==> config.mk <==
export PLATFORM = sky130hd
export DESIGN_NAME = dm_access_unit
export DESIGN_NICKNAME = d
export VERILOG_FILES = /design/src/rtl/dm_access_unit.sv
export SDC_FILE = /design/constraint.sdc
export NUM_CORES = 1
export LEC_CHECK = 0
export BUFFER_PORTS_ARGS = -buffer_cell sky130_fd_sc_hd__buf_2
export CORE_UTILIZATION = 40
export CTS_CLUSTER_DIAMETER = 50
export DETAILED_ROUTE_END_ITERATION = 7
export PLACE_DENSITY = 0.78
export SLEW_MARGIN = 20
export SYNTH_ARGS = -nofsm -noshare
export SYNTH_HDL_FRONTEND = slang
export SYNTH_SLANG_ARGS = --single-unit
export TNS_END_PERCENT = 10
==> constraint.sdc <==
create_clock -name clk -period 4.2 [get_ports clk]
set_clock_uncertainty 0.15 [all_clocks]
set_input_delay 0.42 -clock clk [delete_from_list [all_inputs] [get_ports clk]]
set_output_delay 0.42 -clock clk [all_outputs]
set_load 0.02 [all_outputs]
==> src/rtl/dm_access_unit.sv <==
// M/W memory-access stage: holds one request in M, drives the data-memory port,
// and registers aligned/extended load data or a fault into W for writeback.
module dm_access_unit #(
    parameter int DM_WORDS = 4096
) (
    input  logic        clk,
    input  logic        reset,
    input  logic        req_valid,
    output logic        req_ready,
    input  logic [2:0]  req_op,
    input  logic [31:0] req_addr,
    input  logic [31:0] req_wdata,
    input  logic [31:0] req_pc,
    input  logic [4:0]  req_rd,
    input  logic        stall,
    output logic [31:0] m_data_addr,
    output logic [31:0] m_data_wdata,
    output logic [3:0]  m_data_byteen,
    output logic [31:0] m_inst_addr,
    input  logic [31:0] m_data_rdata,
    output logic        w_grf_we,
    output logic [4:0]  w_grf_addr,
    output logic [31:0] w_grf_wdata,
    output logic [31:0] w_inst_addr,
    output logic        exc_valid,
    output logic [31:0] exc_pc
);
    typedef enum logic [2:0] {
        OP_LW  = 3'd0,
        OP_LH  = 3'd1,
        OP_LHU = 3'd2,
        OP_LB  = 3'd3,
        OP_LBU = 3'd4,
        OP_SW  = 3'd5,
        OP_SH  = 3'd6,
        OP_SB  = 3'd7
    } mem_op_e;

    localparam logic [32:0] DM_BYTES = 33'(DM_WORDS) * 33'd4;

    logic        m_valid_reg, m_valid_next;
    mem_op_e     m_op_reg, m_op_next;
    logic [31:0] m_addr_reg, m_addr_next;
    logic [31:0] m_wdata_reg, m_wdata_next;
    logic [31:0] m_pc_reg, m_pc_next;
    logic [4:0]  m_rd_reg, m_rd_next;

    logic        w_valid_reg, w_valid_next;
    logic        w_load_reg, w_load_next;
    logic        w_exc_reg, w_exc_next;
    logic [4:0]  w_rd_reg, w_rd_next;
    logic [31:0] w_data_reg, w_data_next;
    logic [31:0] w_pc_reg, w_pc_next;

    logic        m_is_store, m_is_load, m_misaligned, m_fault;
    logic        m_moves, m_write;
    logic [3:0]  lane_mask;
    logic [7:0]  load_byte;
    logic [15:0] load_half;
    logic [31:0] load_data;

    assign req_ready  = !stall || !m_valid_reg;
    assign m_moves    = m_valid_reg && !stall;
    assign m_is_store = (m_op_reg == OP_SW) || (m_op_reg == OP_SH) || (m_op_reg == OP_SB);
    assign m_is_load  = !m_is_store;

    always_comb begin
        m_misaligned = 1'b0;
        unique case (m_op_reg)
            OP_LW, OP_SW:         m_misaligned = (m_addr_reg[1:0] != 2'b00);
            OP_LH, OP_LHU, OP_SH: m_misaligned = m_addr_reg[0];
            default:              m_misaligned = 1'b0;
        endcase
    end

    assign m_fault = m_misaligned || ({1'b0, m_addr_reg} >= DM_BYTES);
    // Writes are suppressed while reset is low so an in-flight store never lands.
    assign m_write = m_moves && reset && m_is_store && !m_fault;

    always_comb begin
        lane_mask = 4'b0000;
        unique case (m_op_reg)
            OP_SW:   lane_mask = 4'b1111;
            OP_SH:   lane_mask = m_addr_reg[1] ? 4'b1100 : 4'b0011;
            OP_SB:   lane_mask = 4'b0001 << m_addr_reg[1:0];
            default: lane_mask = 4'b0000;
        endcase
    end

    for (genvar gi = 0; gi < 4; gi++) begin : g_lane
        assign m_data_byteen[gi] = m_write && lane_mask[gi];
        assign m_data_wdata[8*gi +: 8] =
            !m_valid_reg         ? 8'h00 :
            (m_op_reg == OP_SW)  ? m_wdata_reg[8*gi +: 8] :
            (m_op_reg == OP_SH)  ? m_wdata_reg[8*(gi%2) +: 8] :
            (m_op_reg == OP_SB)  ? m_wdata_reg[7:0] : 8'h00;
    end

    assign m_data_addr = m_valid_reg ? {m_addr_reg[31:2], 2'b00} : 32'h0;
    assign m_inst_addr = m_valid_reg ? m_pc_reg : 32'h0;

    assign load_byte = m_data_rdata[{m_addr_reg[1:0], 3'b000} +: 8];
    assign load_half = m_addr_reg[1] ? m_data_rdata[31:16] : m_data_rdata[15:0];

    always_comb begin
        load_data = m_data_rdata;
        unique case (m_op_reg)
            OP_LH:   load_data = {{16{load_half[15]}}, load_half};
            OP_LHU:  load_data = {16'h0000, load_half};
            OP_LB:   load_data = {{24{load_byte[7]}}, load_byte};
            OP_LBU:  load_data = {24'h000000, load_byte};
            default: load_data = m_data_rdata;
        endcase
    end

    always_comb begin
        m_valid_next = 1'b0;
        m_op_next    = m_op_reg;
        m_addr_next  = m_addr_reg;
        m_wdata_next = m_wdata_reg;
        m_pc_next    = m_pc_reg;
        m_rd_next    = m_rd_reg;
        if (req_valid && req_ready) begin
            m_valid_next = 1'b1;
            m_op_next    = mem_op_e'(req_op);
            m_addr_next  = req_addr;
            m_wdata_next = req_wdata;
            m_pc_next    = req_pc;
            m_rd_next    = req_rd;
        end else if (stall && m_valid_reg) begin
            m_valid_next = 1'b1;
        end

        // W takes a bubble whenever M does not advance, so results never repeat.
        w_valid_next = m_moves;
        w_load_next  = m_is_load;
        w_exc_next   = m_fault;
        w_rd_next    = m_rd_reg;
        w_pc_next    = m_pc_reg;
        w_data_next  = (m_is_load && !m_fault) ? load_data : 32'h0;
    end

    always_ff @(posedge clk) begin
        if (!reset) begin
            m_valid_reg <= 1'b0;
            w_valid_reg <= 1'b0;
        end else begin
            m_valid_reg <= m_valid_next;
            w_valid_reg <= w_valid_next;
        end
        m_op_reg    <= m_op_next;
        m_addr_reg  <= m_addr_next;
        m_wdata_reg <= m_wdata_next;
        m_pc_reg    <= m_pc_next;
        m_rd_reg    <= m_rd_next;
        w_load_reg  <= w_load_next;
        w_exc_reg   <= w_exc_next;
        w_rd_reg    <= w_rd_next;
        w_data_reg  <= w_data_next;
        w_pc_reg    <= w_pc_next;
    end

    assign w_grf_we    = w_valid_reg && w_load_reg && !w_exc_reg && (w_rd_reg != 5'd0) && reset;
    assign w_grf_addr  = w_valid_reg ? w_rd_reg : 5'd0;
    assign w_grf_wdata = w_valid_reg ? w_data_reg : 32'h0;
    assign w_inst_addr = w_valid_reg ? w_pc_reg : 32'h0;
    assign exc_valid   = w_valid_reg && w_exc_reg;
    assign exc_pc      = (w_valid_reg && w_exc_reg) ? w_pc_reg : 32'h0;

endmodule

Yosys cells after proc, flatten, opt, wreduce, memory -nomap -nowiden
Cells that the tools add are included.
Word-level totals
  register bits: 177
  bits of input ports: 140
  output and inout port bits: 204
  word-level logic and storage cells: 76
Operators by class
  magnitude comparators: 1
  equality and inequality tests: 7
  shifts and indexed selects: 2
  muxes and demuxes: 24
  reduce and logical (&&, ||, !) cells: 30
Operators with widths (count)
  $mux W32: 5
  $pmux W32 S4: 1
  $mux W8: 11
  $ge A32 B15 Y1 const B: 1
  $shiftx A32 B6 Y8: 1
  $logic_and A1 B1 Y1: 16
  $mux W16: 1
  $eq A3 B3 Y1 const B: 4
  $pmux W4 S3: 1
  $eq A3 B2 Y1 const B: 2
  $logic_not A1 Y1: 5
  $mux W5: 1
  $reduce_bool A5 Y1: 1
  $logic_or A1 B1 Y1: 4
  $mux W4: 1
  $shl A1 B2 Y4 const A: 1
  $eq A3 B1 Y1 const B: 1
  $logic_not A3 Y1: 1
  $reduce_or A3 Y1: 1
  $mux W1: 2
  $pmux W1 S2: 1
  $reduce_bool A2 Y1: 1
  $reduce_or A2 Y1: 1

Logic depth before layout (Yosys ltp)
Gate-level depths: netlist (run 1).
  depth in word-level cells: 7
  gate-level depth with buffers: 7
  gate-level depth less buffers: 5

Worst setup path after synthesis (run 1)
Ideal clock, no wire load.
  kind: reg-to-reg
  start point: reg m_valid_reg
  end point: reg m_addr_reg[0] (enable)
  library setup time: 0.475 ns
  arrival time: 3.143 ns
  required time: 3.575 ns
  setup slack: 0.433 ns
  cell stages (with the launch flop): 4
  buffers on the path: 1
  clock period less this slack: 3.767 ns
  path through: dfxtp_1 clkbuf_1 nand2_1 and2_1
Between the ends
  longest elaborated chain between the ends: 3
Ends and longest elaborated chain
  start: declaration: line 41  | logic m_valid_reg, m_valid_next;
  start signal: assignment: line 148  | m_valid_reg <= m_valid_next;
  $logic_not A1 Y1
  $logic_or A1 B1 Y1: line 62  | assign req_ready = !stall || !m_valid_reg;
  net req_ready: line 9  | output logic req_ready,
  $logic_and A1 B1 Y1: line 123  | if (req_valid && req_ready) begin
  end signal: assignment: line 152  | m_addr_reg <= m_addr_next;
  end: declaration: line 43  | logic [31:0] m_addr_reg, m_addr_next;
The timed path passes the listed nets, and every way through them passes these cells.
A chain may end at the register's enable or synchronous reset.

Worst setup path in the final report (run 1)
  start point: reg m_op_reg[1]
  end point: out m_data_wdata[18]
Between the ends
  longest elaborated chain between the ends: 5
  elaborated cells between the ends (all ways): 7
  classes of those cells: eq/ne: 3; mux: 4
Ends and longest elaborated chain
  start: declaration: line 42  | mem_op_e m_op_reg, m_op_next;
  start signal: assignment: line 151  | m_op_reg <= m_op_next;
  $eq A3 B3 Y1: line 96  | (m_op_reg == OP_SB) ? m_wdata_reg[7:0] : 8'h00;
  $mux W8: line 96
  $mux W8: line 95  | (m_op_reg == OP_SH) ? m_wdata_reg[8*(gi%2) +: 8] :
  $mux W8 *: line 94  | (m_op_reg == OP_SW) ? m_wdata_reg[8*gi +: 8] :
  $mux W8 *: line 93  | !m_valid_reg ? 8'h00 :
  end: declaration: line 17  | output logic [31:0] m_data_wdata,
Every way passes the cells marked *; elsewhere a longest branch is shown, timed or not.

==> results of run 1 <==
routing by layer:
metal	track usage	up-vias	routed length, um	share of wire
li1	-	3141	-	-
met1	0.2789	3163	9282	0.40
met2	0.3848	355	11170	0.49
met5	0	-	13	0.00057
met3	0.05816	50	1753	0.076
met4	0.1082	2	724	0.032
power by group:
group	internal, W	switching, W	leakage (nW)
clock	0.000840	0.000730	0.269
sequential	0.00193	0.0000640	1.61
combinational	0.000183	0.000256	3.06
total	0.00295	0.00105	4.93
area by class of cell:
class | instances | area (sq um)
Clock inverter | 14 | 151.4
Antenna cell | 1 | 2.502
Tap cell | 229 | 286.5
Timing Repair Buffer | 399 | 2275
Inverter | 8 | 30.03
Multi-Input combinational cell | 450 | 2719
Clock buffer | 18 | 429.2
Fill cell | 1559 | 7790
Sequential cell | 177 | 4587
what timing repair did:
item | CTS | global route
endpoints found under the hold margin | 49 | 4
hold buffers | 49 | 4
gates resized for setup | 0 | 0
Yosys cell counts (4+ instances only):
library cell / instances / area [sq um]
a21o_1: 7 / 52.55
a21oi_1: 45 / 225.2
a32oi_1: 5 / 43.79
a41oi_1: 16 / 140.1
and2_1: 141 / 882.1
and3_1: 34 / 212.7
buf_2: 9 / 45.04
clkbuf_1: 35 / 131.4
dfxtp_1: 73 / 1461
edfxtp_1: 104 / 3123
inv_1: 5 / 18.77
mux2i_1: 4 / 40.04
nand2_1: 77 / 289.0
nand3_1: 4 / 20.02
nor2_1: 24 / 90.09
nor2b_1: 4 / 25.02
nor4_1: 6 / 37.54
o21a_1: 12 / 90.09
o21ai_0: 24 / 120.1
o221ai_1: 10 / 87.58
cell usage in the layout, fill, tap and decap left out, types with 4 or more instances in the layout:
| master | instances |
|---|---|
| nand3_1 | 4 |
| clkinvlp_4 | 5 |
| nor4_1 | 6 |
| a41oi_1 | 16 |
| nand2_1 | 77 |
| a21oi_1 | 45 |
| and2_1 | 140 |
| a32oi_1 | 5 |
| buf_4 | 5 |
| dlygate4sd3_1 | 53 |
| mux2i_1 | 4 |
| a21o_1 | 7 |
| and3_1 | 34 |
| o21a_1 | 12 |
| edfxtp_1 | 104 |
| clkbuf_16 | 17 |
| nor2b_1 | 4 |
| inv_1 | 5 |
| inv_8 | 4 |
| dfxtp_1 | 71 |
| nor2_1 | 24 |
| o221ai_1 | 10 |
| buf_2 | 341 |
| o21ai_0 | 24 |
final timing paths:
kind              slack, ps                   endpoint                     from  cells past startpoint
setup / recovery        900           m_data_wdata[18]    m_op_reg[1]$_DFFE_PP_                      6
hold / removal           20   m_addr_reg[15]$_DFFE_PP_             req_addr[15]                      1
setup reg to reg       1390  w_data_reg[25]$_SDFF_PN0_  m_addr_reg[1]$_DFFE_PP_                      3
hold reg to reg         190        w_rd_reg[3]$_DFF_P_    m_rd_reg[3]$_DFFE_PP_                      0
kinds of logic after synthesis:
| family | after synthesis | synth area share |
|---|---|---|
| multiplexers | 9 | 0.01720 |
| flip-flops | 177 | 0.6061 |
| AND/OR/NAND/NOR | 306 | 0.2232 |
| buffers and inverters | 60 | 0.03523 |
| other | 1 | 0.0004958 |
| AO/OA/AOI/OAI | 133 | 0.1178 |
through the flow:
stage | util | total power (W) | hold slack (ps) | instances
2_1_floorplan | - | 0.002245 | 173.3 | 687
3_3_place_gp | 0.5127 | 0.002415 | 177.7 | 1210
3_5_place_dp | 0.5127 | 0.002425 | 176.9 | 1210
4_1_cts | 0.5713 | 0.004016 | 0.05934 | 1291
5_1_grt | 0.5736 | 0.004138 | -5.505 | 1296
6_report | 0.5736 | 0.004004 | 15.81 | 1296
worst reg2reg max path, delay by kind of cell, from the launching register on:
kind,cells,cell delay (ps)
compound gates,1,500
flops,1,860
mux,1,370
simple gates,1,820
==> flow_summary.toml, run 1 <==
[outcome]
status = "finished, final reports clean"

[pwr]
p_leak_nw = 4.935
power_density_nw_per_um2 = 382.0
vdd_drop_max_mv = 0.2588

[floorplanning]
die_w_um = 139.5
die_h_um = 139.5
dieArea_sq_um = 19460
coreArea_sq_um = 18270
start_util = 0.4140
core.rowCount = 49
ioPinCount = 344

[cells_and_area]
fin_nets = 1193
drive_gt1_frac = 0.3705
design_area_sq_um = 10480
area_growth_syn_to_layout_pct = 38.56

[route]
drt_wl_total_mm = 22.95
post_drt_wl_per_cell_um = 17.70
viasPerCell = 5.178
final_antenna_net_count = 0
vias = 6711
drtIter0Drc = 562
drt_pass1_iterations = 5
remaining_drc_errors = 0

[timing]
period_share = 0.7860
min_period_ps = 3301
worst_pin_slew_ps = 1067
rsz0062_at_grt = "no"
hold_viol_final = 0
setup_tns_ps = 0
drv_slew = 0
fmax_mhz = 302.9
report.final.setup_viol = 0
setup_ws_ps = 899.0
maxSlewHeadroom = 0.2880

[setup_path]
worstPathMaxFanout = 27
crit_buf_inv = 2
critPathKind = "reg -> out"
worstPathArrival_ps = 2730
worstPathRequired_ps = 3630
max_stage_delay_ps = 670
start_kind = "flip-flop"
worst_setup_path_end_kind = "output port"
crit_chain = "buf_4, and2b_1, nand2_1, nand2_1, a21oi_1, buf_2"
cpMaxStageDelayCell = "nand2_1"
critPathMostFrequentCell = "nand2_1"
path_delay_family = "simple AND/OR/NAND/NOR gates"

[yosys]
synth_edf_count = 104
ys_seq_area_frac = 0.6061
synth_ff_type = "edfxtp_1"
ys_types = 50
yosys_register_bits = 177
syn_area_sq_um = 7564
yosys_warnings = 0
ys_async_sr_fraction = 0
avgSynthCellArea_sq_um = 11.03
syn_inst = 686

[hold_path]
hp-class = "in -> reg"

[placement]
dp_hpwl_mm = 15.94
portBuffers = 341
gp_congestion = 0.9102
dpl_cell_area_sq_um = 9366
place_ws_ps = 1383

[clock_network]
cts_buffers = 17
cts_tree = "built"
post_cts_buffers = 0
cts.path.max_buffers = 2
cts_sinks = 177
cts_root_buf = "clkbuf_16"
cts.clk_slew.worst_paths_ps = 70
clkLatencyLatePin_ps = 430
htreeDepth = 4

[grt]
grt_usage = 0.2304
grt_max_degree = 69
grt_pass1_wl_mm = 34.36
antenna_found_initial = 2
grt_overflow = 0
grt_pass1_vias = 6422

[job]
cap_violations = 0
No activity file was read; power rests on OpenSTA's default activity.
==> run 2, diff against run 1 <==
==> constraint.sdc (replaced) <==
create_clock -name clk -period 3.2 [get_ports clk]
set_clock_uncertainty 0.15 [all_clocks]
set_input_delay 0.32 -clock clk [delete_from_list [all_inputs] [get_ports clk]]
set_output_delay 0.32 -clock clk [all_outputs]
set_load 0.02 [all_outputs]
==> run 2 against run 1 <==
Largest power group unchanged. Critical endpoint is now m_data_byteen[2]. Highest routed layer is now met4. Largest cell class unchanged. Final cell count rose by 4.9%. Die area did not move. Clock-buffer cell count did not move. Core utilization rose by 3.5 points. Worst setup slack got worse by 660 ps.
==> flow_summary.toml, run 2 (synthesized netlist as in run 1, its figures left out) <==
[outcome]
status = "finished, final reports clean"

[hold_path]
whs_path_depth = 3
min_from = "m_data_rdata[1]"
hp-class = "in -> reg"
holdPathEnd = "w_data_reg[1]$_SDFF_PN0_"

[placement]
gp_congestion = 0.9005
place_ws_ps = 738.7
portBuffers = 341
dpl_cell_area_sq_um = 9467
dp_hpwl_mm = 16.07

[setup_path]
worst_setup_path_end_kind = "output port"
worstPathMaxFanout = 23
timing.rr.start = "m_op_reg[1]$_DFFE_PP_"
rrSetupSlack_ps = 840
critPathKind = "reg -> out"
rr_worst_depth = 6
worstReg2RegEnd = "w_data_reg[21]$_SDFF_PN0_"
worstPathRequired_ps = 2730
start_kind = "flip-flop"
worstPathArrival_ps = 2490

[job]
cap_violations = 0

[route]
final_antenna_net_count = 0
drt_pass1_iterations = 5
post_drt_wl_per_cell_um = 17.68
vias = 7039
remaining_drc_errors = 0
viasPerCell = 5.176
drt_wl_total_mm = 24.04
drtIter0Drc = 472

[grt]
antenna_found_initial = 0
grt_pass1_wl_mm = 36.12
grt_overflow = 0
grt_max_degree = 62
grt_usage = 0.2420
grt_pass1_vias = 6787

[pwr]
p_leak_nw = 5.228
vdd_drop_max_mv = 0.3503
power_density_nw_per_um2 = 476.2

[floorplanning]
start_util = 0.4140
core.rowCount = 49
die_w_um = 139.5
die_h_um = 139.5
dieArea_sq_um = 19460
coreArea_sq_um = 18270
ioPinCount = 344

[clock_network]
clkLatencyLatePin_ps = 440
cts_tree = "built"
cts_buffers = 17
cts_sinks = 177
htreeDepth = 4
cts.clk_slew.worst_paths_ps = 70
cts.path.max_buffers = 2
cts_root_buf = "clkbuf_16"

[timing]
worst_pin_slew_ps = 696.3
drv_slew = 0
maxSlewHeadroom = 0.5344
period_share = 0.9248
setup_ws_ps = 240.7
min_period_ps = 2959
hold_viol_final = 0
hold_ws_ps = 23.55
report.final.setup_viol = 0
rsz0062_at_grt = "no"
fmax_mhz = 337.9
setup_tns_ps = 0

[cells_and_area]
design_area_sq_um = 11110
multi_input_area_sq_um = 2719
antennaDiodeCount = 0
final_common_cell = "buf_2"
final_cell_mix = "341 x buf_2, 140 x and2_1, 108 x dlygate4sd3_1, 104 x edfxtp_1, 77 x nand2_1"
fin_nets = 1258
fillers = 1454
drive_gt1_frac = 0.3581
area_growth_syn_to_layout_pct = 46.95
regArea_sq_um = 4587
[run 2: report_power, final]
group          switching (W)  internal [W]  leakage [nW]  total (W)
clock               0.000990       0.00104         0.278    0.00203
sequential         0.0000620       0.00253          1.61    0.00260
combinational       0.000376      0.000294          3.34   0.000670
[run 2: timing repair]
action                                 CTS  global route
buffers inserted                         0             0
hold buffers                           108             0
gates resized for setup                  0             0
endpoints found under the hold margin  108             0
[run 2: critical path: stages (launching register included)]
cell and delay, ps:
edfxtp_1 350, buf_4 270, inv_1 250, nand2_2 260, nand2_1 160, or3b_4 470
a21oi_2 120, buf_2 180
[run 2: worst max-delay path by stage]
stage,startpoint,endpoint,cells after the start
after floorplan,m_valid_reg$_SDFF_PN0_,m_addr_reg[0]$_DFFE_PP_,3
after global placement,m_op_reg[1]$_DFFE_PP_,m_data_byteen[1],7
after detailed placement,m_op_reg[1]$_DFFE_PP_,m_data_byteen[1],7
after CTS,m_op_reg[1]$_DFFE_PP_,m_data_byteen[1],7
after global routing,m_op_reg[1]$_DFFE_PP_,m_data_wdata[29],6
final,m_op_reg[1]$_DFFE_PP_,m_data_byteen[2],7
[run 2: cell type report]
type / count / share of cell area
Sequential cell: 177 / 0.4127
Timing Repair Buffer: 464 / 0.2632
Clock buffer: 18 / 0.03861
Clock inverter: 14 / 0.01238
Multi-Input combinational cell: 450 / 0.2446
Inverter: 8 / 0.002702
Tap cell: 229 / 0.02578
[run 2: per-stage QoR]
| stage | cells | util | total power [W] |
|---|---|---|---|
| 3_3_place_gp | 1220 | 0.5181 | 0.003181 |
| 3_5_place_dp | 1220 | 0.5181 | 0.003194 |
| 2_1_floorplan | 687 | - | 0.002942 |
| 6_report | 1360 | 0.6083 | 0.005293 |
| 4_1_cts | 1360 | 0.6083 | 0.005298 |
| 5_1_grt | 1360 | 0.6083 | 0.005454 |
[run 2: per-layer routing]
| layer | vias up | share of wire | GRT usage |
|---|---|---|---|
| li1 | 3282 | - | - |
| met1 | 3258 | 0.39 | 0.2869 |
| met2 | 424 | 0.49 | 0.4142 |
| met3 | 75 | 0.075 | 0.05231 |
| met4 | 0 | 0.037 | 0.1228 |
| met5 | - | 0 | 0 |
==> run 3, diff against run 2 <==
--- a/config.mk
+++ b/config.mk
@@ -5,11 +5,13 @@
 export SDC_FILE = /design/constraint.sdc
 export NUM_CORES = 1
 export LEC_CHECK = 0
+export ABC_AREA = 1
 export BUFFER_PORTS_ARGS = -buffer_cell sky130_fd_sc_hd__buf_2
-export CORE_UTILIZATION = 40
+export CORE_AREA = 2 2 133 135
 export CTS_CLUSTER_DIAMETER = 50
 export DETAILED_ROUTE_END_ITERATION = 7
-export PLACE_DENSITY = 0.78
+export DIE_AREA = 0 0 135 137
+export PLACE_DENSITY = 0.87
 export SLEW_MARGIN = 20
 export SYNTH_ARGS = -nofsm -noshare
 export SYNTH_HDL_FRONTEND = slang
==> run 3 against run 2 <==
First-iteration DRC count increased by 61%. Non-clock buffer count decreased by 11. Synthesized cell count increased by 39%. Core utilization increased by 6.6 points. Fmax increased by 1.7%. Area after synthesis increased by 5.8%. Combinational power increased by 16%. Die area decreased by 5.0%. Final cell count increased by 19%. Largest cell class unchanged.
==> flow_summary.toml, run 3 <==
[clock_network]
clkLatencyLatePin_ps = 440
htreeDepth = 4
cts.path.max_buffers = 2
cts_sinks = 177
cts_buffers = 17
cts_root_buf = "clkbuf_16"
cts.clk_slew.worst_paths_ps = 70
post_cts_buffers = 0
cts_tree = "built"

[cells_and_area]
antennaDiodeCount = 0
fin_nets = 1523
drive_gt1_frac = 0.3138
layout.cells.non_filler = 1621
final_common_cell = "buf_2"
area_growth_syn_to_layout_pct = 43.84
final_cell_mix = "341 x buf_2, 259 x nand2_1, 186 x inv_1, 150 x nor2_1"

[floorplanning]
core.rowCount = 48
ioPinCount = 344
die_w_um = 135
start_util = 0.4690
dieArea_sq_um = 18500
die_h_um = 137
coreArea_sq_um = 17060

[setup_path]
crit_end = "m_data_wdata[27]"
critPathMostFrequentCell = "o21ai_0"
crit_chain = "inv_2, nand3_1, o21ai_0, o21ai_0, nor2_1, buf_2"
startpoint = "m_op_reg[0]$_DFFE_PP_"
timing.rr.start = "m_addr_reg[0]$_DFFE_PP_"
start_kind = "flip-flop"
max_stage_delay_ps = 530
cpMaxStageDelayCell = "edfxtp_1"
worstReg2RegEnd = "w_data_reg[20]$_SDFF_PN0_"
worstPathMaxFanout = 12
worstPathRequired_ps = 2730
worst_setup_path_end_kind = "output port"
worstPathArrival_ps = 2440
critPathKind = "reg -> out"
rr_worst_depth = 9
rrSetupSlack_ps = 810

[pwr]
power_density_nw_per_um2 = 476.3
vdd_drop_max_mv = 0.3502
p_leak_nw = 6.696
total_power_w = 0.005481

[timing]
rsz0062_at_grt = "no"
drv_slew = 0
period_share = 0.9090
report.final.setup_viol = 0
maxSlewHeadroom = 0.3615
setup_ws_ps = 291.2
setup_tns_ps = 0
fmax_mhz = 343.8
worst_pin_slew_ps = 956.7
hold_viol_final = 0
min_period_ps = 2909

[grt]
grt_overflow = 0
grt_max_degree = 70
antenna_found_initial = 0
grt_pass1_vias = 7792
grt_usage = 0.2849
grt_pass1_wl_mm = 40.39

[route]
drt_pass1_iterations = 6
post_drt_wl_per_cell_um = 16.84
drtIter0Drc = 760
viasPerCell = 4.959
drt_wl_total_mm = 27.29
remaining_drc_errors = 0
vias = 8038
final_antenna_net_count = 0

[placement]
placedCellCount = 1485
gp_congestion = 0.8953
place_ws_ps = 676.3
portBuffers = 341
dp_hpwl_mm = 16.88

[yosys]
yosysTopAreaCell = "edfxtp_1"
synth_area_leaders = "edfxtp_1 39%, dfxtp_1 18%, nand2_1 12%"
avgSynthCellArea_sq_um = 8.385
ys_types = 33
synth_ff_type = "edfxtp_1"
ys_seq_area_frac = 0.5731
syn_inst = 954
yosys_warnings = 0
yosys_register_bits = 177
syn_area_sq_um = 7999
yosys-top-cells-count = "259 x nand2_1, 186 x inv_1, 150 x nor2_1"
synth_edf_count = 104
ys_async_sr_fraction = 0
synth_top_area_frac = 0.3904
yosysMostFrequentCell = "nand2_1"

[outcome]
status = "finished, final reports clean"

[hold_path]
hp-class = "in -> reg"

[job]
cap_violations = 0
run 3: cell types whose count changed after synthesis, sizes merged, moves of 23 or more:
cell	previous run	this run
nand2	78	268
inv	8	193
nor2	24	183
nand3	4	27
a21oi	47	18
and3	34	0
and2	141	1
run 3: per-stage QoR:
stage          cell area, sq um  hold slack [ps]  utilization
2_1_floorplan              8014            173.3            -
3_3_place_gp               9841            175.4       0.5770
3_5_place_dp               9841            181.1       0.5770
5_1_grt                   11510            65.19       0.6746
6_report                  11510            63.24       0.6746
4_1_cts                   11490            29.30       0.6739
run 3: timing repair:
action,4_1_cts,5_1_grt
resized for setup,0,2
hold buffers,104,0
hold endpoints to repair,104,0
endpoints found under the setup margin,0,1
run 3: cells by family (layout without fill, tap and decap cells):
group | count (synthesis) | count (layout) | share of synthesized area
AOI/OAI and AO/OA | 46 | 46 | 0.03050
buffers and inverters | 238 | 679 | 0.1237
DFF | 177 | 177 | 0.5731
other | 1 | 2 | 0.0004688
and+or+nand+nor | 492 | 492 | 0.2722
run 3: worst min-delay path by stage:
stage                                from                     end  cells after the start
floorplan           m_rd_reg[0]$_DFFE_PP_     w_rd_reg[0]$_DFF_P_                      0
detailed placement  m_rd_reg[2]$_DFFE_PP_     w_rd_reg[2]$_DFF_P_                      0
global route                        stall  w_valid_reg$_SDFF_PN0_                      2
finish                              stall  w_valid_reg$_SDFF_PN0_                      2
global placement    m_rd_reg[3]$_DFFE_PP_     w_rd_reg[3]$_DFF_P_                      0
CTS                             req_valid  m_valid_reg$_SDFF_PN0_                      3
run 3: cell type report:
| type | count | area [sq um] |
|---|---|---|
| multi-input cells | 540 | 2447 |
| flip-flops and latches | 177 | 4587 |
| clock inverters | 15 | 187.7 |
| well taps | 225 | 281.5 |
| repair buffers | 453 | 2845 |
| clock buffers | 17 | 425.4 |
| inverters | 194 | 732.0 |
| fillers | 1255 | 5550 |
run 3: critical path, delay by kind of cell (launching register included):
| kind | cells | cell delay [ps] |
|---|---|---|
| AOI/OAI and AO/OA | 2 | 620 |
| buffers and inverters | 2 | 320 |
| DFF | 1 | 530 |
| and+or+nand+nor | 2 | 540 |
run 3: report_power, final:
part           internal, W  total, W  leakage, nW  switching, W
Sequential         0.00253   0.00260         1.61     0.0000633
Clock              0.00106   0.00211        0.291       0.00105
Combinational     0.000300  0.000777         4.79      0.000478
Total              0.00389   0.00548         6.70       0.00159
run 3: metal layers:
metal | vias up | global-route usage | part of all wire
met3 | 115 | 0.05741 | 0.091
met5 | - | 0 | 0
li1 | 3710 | - | -
met4 | 0 | 0.1377 | 0.049
met2 | 570 | 0.4992 | 0.50
met1 | 3643 | 0.3352 | 0.36
